[src/rtl/dg0045_ram_arbiter.sv]
// Host/CPU arbiter for a shared 64x4 RAM port: CPU has absolute priority, host uses a 4-phase handshake.
// Optional build macro RAM_ARB_HOLD_EN adds a wait counter and a cpu_hold request after a long host stall.
module dg0045_ram_arbiter (
    input  logic       clk_in,
    input  logic       RESET,
    input  logic       cpu_win,
    input  logic [5:0] cpu_addr,
    input  logic [3:0] cpu_din,
    input  logic       cpu_we,
    output logic       cpu_hold,
    input  logic       host_req,
    input  logic       host_we,
    input  logic [5:0] host_addr,
    input  logic [3:0] host_din,
    output logic       host_ack,
    output logic [3:0] host_dout,
    output logic [5:0] ram_addr,
    output logic [3:0] ram_din,
    output logic       ram_we,
    input  logic [3:0] ram_dout
);

    typedef enum logic [1:0] {IDLE, ACCESS, DONE} state_t;

    typedef struct packed {
        logic       we;
        logic [5:0] addr;
        logic [3:0] din;
    } host_hold_t;

    state_t     state;
    host_hold_t hreq;
    logic       grant;

    // Host owns the port only in ACCESS on a cycle the CPU leaves free.
    assign grant = (state == ACCESS) && !cpu_win;

    always_ff @(posedge clk_in or negedge RESET) begin
        if (!RESET) begin
            state     <= IDLE;
            hreq      <= '0;
            host_ack  <= 1'b0;
            host_dout <= 4'h0;
        end else begin
            case (state)
                IDLE: begin
                    if (host_req) begin
                        hreq  <= '{we: host_we, addr: host_addr, din: host_din};
                        state <= ACCESS;
                    end
                end
                ACCESS: begin
                    if (grant) begin
                        host_dout <= ram_dout;
                        host_ack  <= 1'b1;
                        state     <= DONE;
                    end
                end
                DONE: begin
                    if (!host_req) begin
                        host_ack <= 1'b0;
                        state    <= IDLE;
                    end
                end
                default: begin
                    host_ack <= 1'b0;
                    state    <= IDLE;
                end
            endcase
        end
    end

    always_comb begin
        ram_addr = cpu_addr;
        ram_din  = cpu_din;
        ram_we   = 1'b0;
        if (cpu_win) begin
            ram_we = cpu_we;
        end else if (state == ACCESS) begin
            ram_addr = hreq.addr;
            ram_din  = hreq.din;
            ram_we   = hreq.we;
        end
    end

`ifdef RAM_ARB_HOLD_EN
    logic [3:0] wait_cnt;
    logic [3:0] wait_inc;
    logic       hold_r;

    assign wait_inc = (wait_cnt == 4'hF) ? 4'hF : wait_cnt + 4'h1;
    assign cpu_hold = hold_r;

    // hold_r is set on the same edge the counter reaches 15 so it tracks the count.
    always_ff @(posedge clk_in or negedge RESET) begin
        if (!RESET) begin
            wait_cnt <= 4'h0;
            hold_r   <= 1'b0;
        end else begin
            hold_r <= 1'b0;
            if (state == IDLE && host_req) begin
                wait_cnt <= 4'h0;
            end else if (state == ACCESS && cpu_win) begin
                wait_cnt <= wait_inc;
                hold_r   <= (wait_inc == 4'hF);
            end
        end
    end
`else
    assign cpu_hold = 1'b0;
`endif

endmodule

[config.mk]
export PLATFORM = sky130hd
export DESIGN_NAME = dg0045_ram_arbiter
export DESIGN_NICKNAME = d
export VERILOG_FILES = /design/src/rtl/dg0045_ram_arbiter.sv
export SDC_FILE = /design/constraint.sdc
export NUM_CORES = 1
export LEC_CHECK = 0
export CAP_MARGIN = 10
export CORE_MARGIN = 2
export CORE_UTILIZATION = 35
export CTS_CLUSTER_SIZE = 12
export DETAILED_ROUTE_END_ITERATION = 10
export PLACE_DENSITY = 0.74
export SLEW_MARGIN = 20
export SYNTH_ARGS = -nofsm -noshare
export SYNTH_HDL_FRONTEND = slang
export SYNTH_SLANG_ARGS = --single-unit
export TNS_END_PERCENT = 50
[constraint.sdc]
create_clock -name clk_in -period 3.4 [get_ports clk_in]
set_clock_uncertainty 0.2 [all_clocks]
set_input_delay 0.68 -clock clk_in [delete_from_list [all_inputs] [get_ports clk_in]]
set_output_delay 0.68 -clock clk_in [all_outputs]
set_load 0.01 [all_outputs]
==> results.sh <==
export IMPL_p_leak_nw=0.563
export IMPL_initial_core_util=0.376
export IMPL_drive_gt1_frac=0.290
export IMPL_stdcell_area_um2=1360
export IMPL_die_area_um2=2830
export IMPL_syn_avg_cell_area_um2=14.1
export IMPL_grt_usage=0.140
export IMPL_wl_per_cell_um=12.8
export IMPL_hold_path_class="flip-flop to flip-flop"
export IMPL_rsz0062_at_grt="false"
export IMPL_cts_made_buffers=3
export IMPL_drv_cap=0
export IMPL_max_slew_margin_rel=0.476
export IMPL_worstSkewPairLatency_ns=0.28
export IMPL_core_um2=2250
export IMPL_drt_iter0_drc=4
export IMPL_crit_fanout=15
export IMPL_finalHoldWorstSlack_ns=0.314
export IMPL_dr_pass1_iters=4
export IMPL_finalCritPeriodShare=0.880
export IMPL_num_antenna_cells=0
export IMPL_fp_dieH_um=53.2
export IMPL_grt_start_max_net_pins=19
export IMPL_postSynthCellCount=60
export IMPL_clockBufferDepth=2
export IMPL_maxSlewViolCount=0
export IMPL_grt_pass1_vias=672
export IMPL_finalSetupTns_ns=0
export IMPL_syn_area_um2=848
export IMPL_path_clk_slew_ns=0.10
export IMPL_path_cells="dlymetal6s2s_1 -> nor3b_4 -> buf_12 -> mux2_2 -> clkdlybuf4s50_1"
export IMPL_setup_viol=0
export IMPL_cp_data_arrival_time_ns=2.11
export IMPL_crit_path_end_kind="output pin"
export IMPL_grt_overflow=0
export IMPL_hold_violations=0
export IMPL_cts_tree="yes"
export IMPL_avgViaCountPerCell=4.65
export IMPL_path_class="input port to output pin"
export IMPL_routed_top_layer="met4"
export IMPL_mostFrequentLayoutCells="44 x clkdlybuf4s50_1, 25 x mux2_2, 18 x dfrtp_1, 3 x clkbuf_4"
export IMPL_nets=138
export IMPL_tightestPinTransition_ns=0.784
export IMPL_ys_ff_latch=18
export IMPL_antenna_found_initial=0
export IMPL_post_dp_cell_area_um2=1320
export IMPL_fp_dieW_um=53.2
export IMPL_clock_fmax_mhz=334
export IMPL_ys_types=15
export IMPL_dr_wl_met2_um=742
export IMPL_vias=628
export IMPL_clock_sinks=18
export IMPL_wl_met1_um=776
export IMPL_io_buffer_count=45
export IMPL_fin_crit_ns=2.99
export IMPL_boundaryPins=47
export IMPL_ir_drop_mv=0.319
export IMPL_detail_route_antenna_nets=0
export IMPL_ys_seq_area_frac=0.531
export IMPL_rows=17
export IMPL_area_delta_synth_final_pct=60.6
export IMPL_dp_hpwl_mm=1.33
export IMPL_status="complete, no violations"
export IMPL_cts_root_buf="clkbuf_4"
export IMPL_cp_start_kind="input port"
export IMPL_cts_htree_levels=1
export IMPL_crit_required_ns=2.52
export IMPL_route_detailed_drc=0
export IMPL_grt_pass1_wl_mm=2.88
export IMPL_gp_congestion=0.624
export IMPL_power_density_nw_per_um2=695
export IMPL_met3_length_um=197
export IMPL_slowest_delay_ns=0.49
export IMPL_totalWireLength_mm=1.73
export IMPL_yosysWarnings=0
export IMPL_slowest_stage="clkdlybuf4s50_1"
export IMPL_final_common_cell="clkdlybuf4s50_1"
export IMPL_synthesis_nets=90
metal layers:
metal / up-vias / global-route usage
li1: 305 / -
met5: - / 0
met4: 0 / 0.0513
met3: 2 / 0.0508
met1: 285 / 0.169
met2: 36 / 0.226
worst paths after layout:
| check | from | to | slack [ns] | cells past startpoint |
|---|---|---|---|---|
| max in group asynchronous | RESET | hreq[6]$_DFFE_PN0P_ | 1.87 | 1 |
| min in group asynchronous | RESET | hreq[10]$_DFFE_PN0P_ | 0.65 | 1 |
| worst min-delay path | hreq[6]$_DFFE_PN0P_ | hreq[6]$_DFFE_PN0P_ | 0.31 | 1 |
| worst min register to register | hreq[6]$_DFFE_PN0P_ | hreq[6]$_DFFE_PN0P_ | 0.31 | 1 |
| worst max register to register | state[0]$_DFFE_PN0P_ | hreq[9]$_DFFE_PN0P_ | 1.58 | 3 |
| worst max-delay path | cpu_win | ram_din[1] | 0.41 | 5 |
cells in the mapped netlist, drive strengths merged:
library cell / instances / area (µm²)
a21o: 1 / 7.51
a21oi: 2 / 10.0
and2b: 1 / 7.51
buf: 3 / 30.0
conb: 1 / 3.75
dfrtp: 18 / 450
inv: 1 / 3.75
mux2: 25 / 282
nand2: 2 / 7.51
nand3b: 1 / 7.51
nor2: 1 / 3.75
nor2b: 1 / 6.26
nor3b: 1 / 18.8
o21ai: 2 / 10.0
area by class of cell:
| class | instances | area, µm² |
|---|---|---|
| inverters | 1 | 3.75 |
| multi-input cells | 38 | 364 |
| repair buffers | 46 | 473 |
| clock buffers | 4 | 36.3 |
| flip-flops and latches | 18 | 450 |
| fillers | 205 | 892 |
| well taps | 28 | 35.0 |
state kept, by name, indices dropped and copies added, names as in the netlist:
name	flops
host_dout	4
host_ack	1
state	2
hreq	11
timing repair:
| item | CTS | global route |
|---|---|---|
| hold buffers | 0 | 0 |
| setup endpoints to repair | 0 | 6 |
| endpoints found under the hold margin | 0 | 0 |
| buffers inserted | 0 | 0 |
| resized for setup | 0 | 1 |
power breakdown:
group	switching, mW	leakage (nW)	total (mW)	internal, mW
Combinational	0.144	0.330	0.436	0.292
Clock	0.0610	0.0210	0.126	0.0651
Sequential	0.0628	0.212	0.385	0.322
Total	0.268	0.563	0.947	0.679
kinds of logic after synthesis:
group                  after synthesis  synth area share
muxes                               25             0.332
DFF                                 18             0.531
and+or+nand+nor                      7            0.0605
AOI/OAI and AO/OA                    5            0.0325
buffers and inverters                4            0.0398
other                                1           0.00442
worst max-delay path, delay by kind of cell:
| kind | cells | cell delay (ns) |
|---|---|---|
| buf+inv | 3 | 0.85 |
| simple gates | 1 | 0.24 |
| mux | 1 | 0.34 |
metrics by stage:
| stage | utilization | total power [mW] | cells | setup WS, ns |
|---|---|---|---|---|
| after floorplan | - | 0.632 | 60 | 1.00 |
| after global placement | 0.587 | 0.821 | 131 | 0.0879 |
| after detailed placement | 0.587 | 0.833 | 131 | 0.0390 |
| after CTS | 0.603 | 0.962 | 135 | 0.0257 |
| after global routing | 0.604 | 1.01 | 135 | 0.350 |
| final | 0.604 | 0.947 | 135 | 0.408 |
Power figures use the tool's default switching activity.
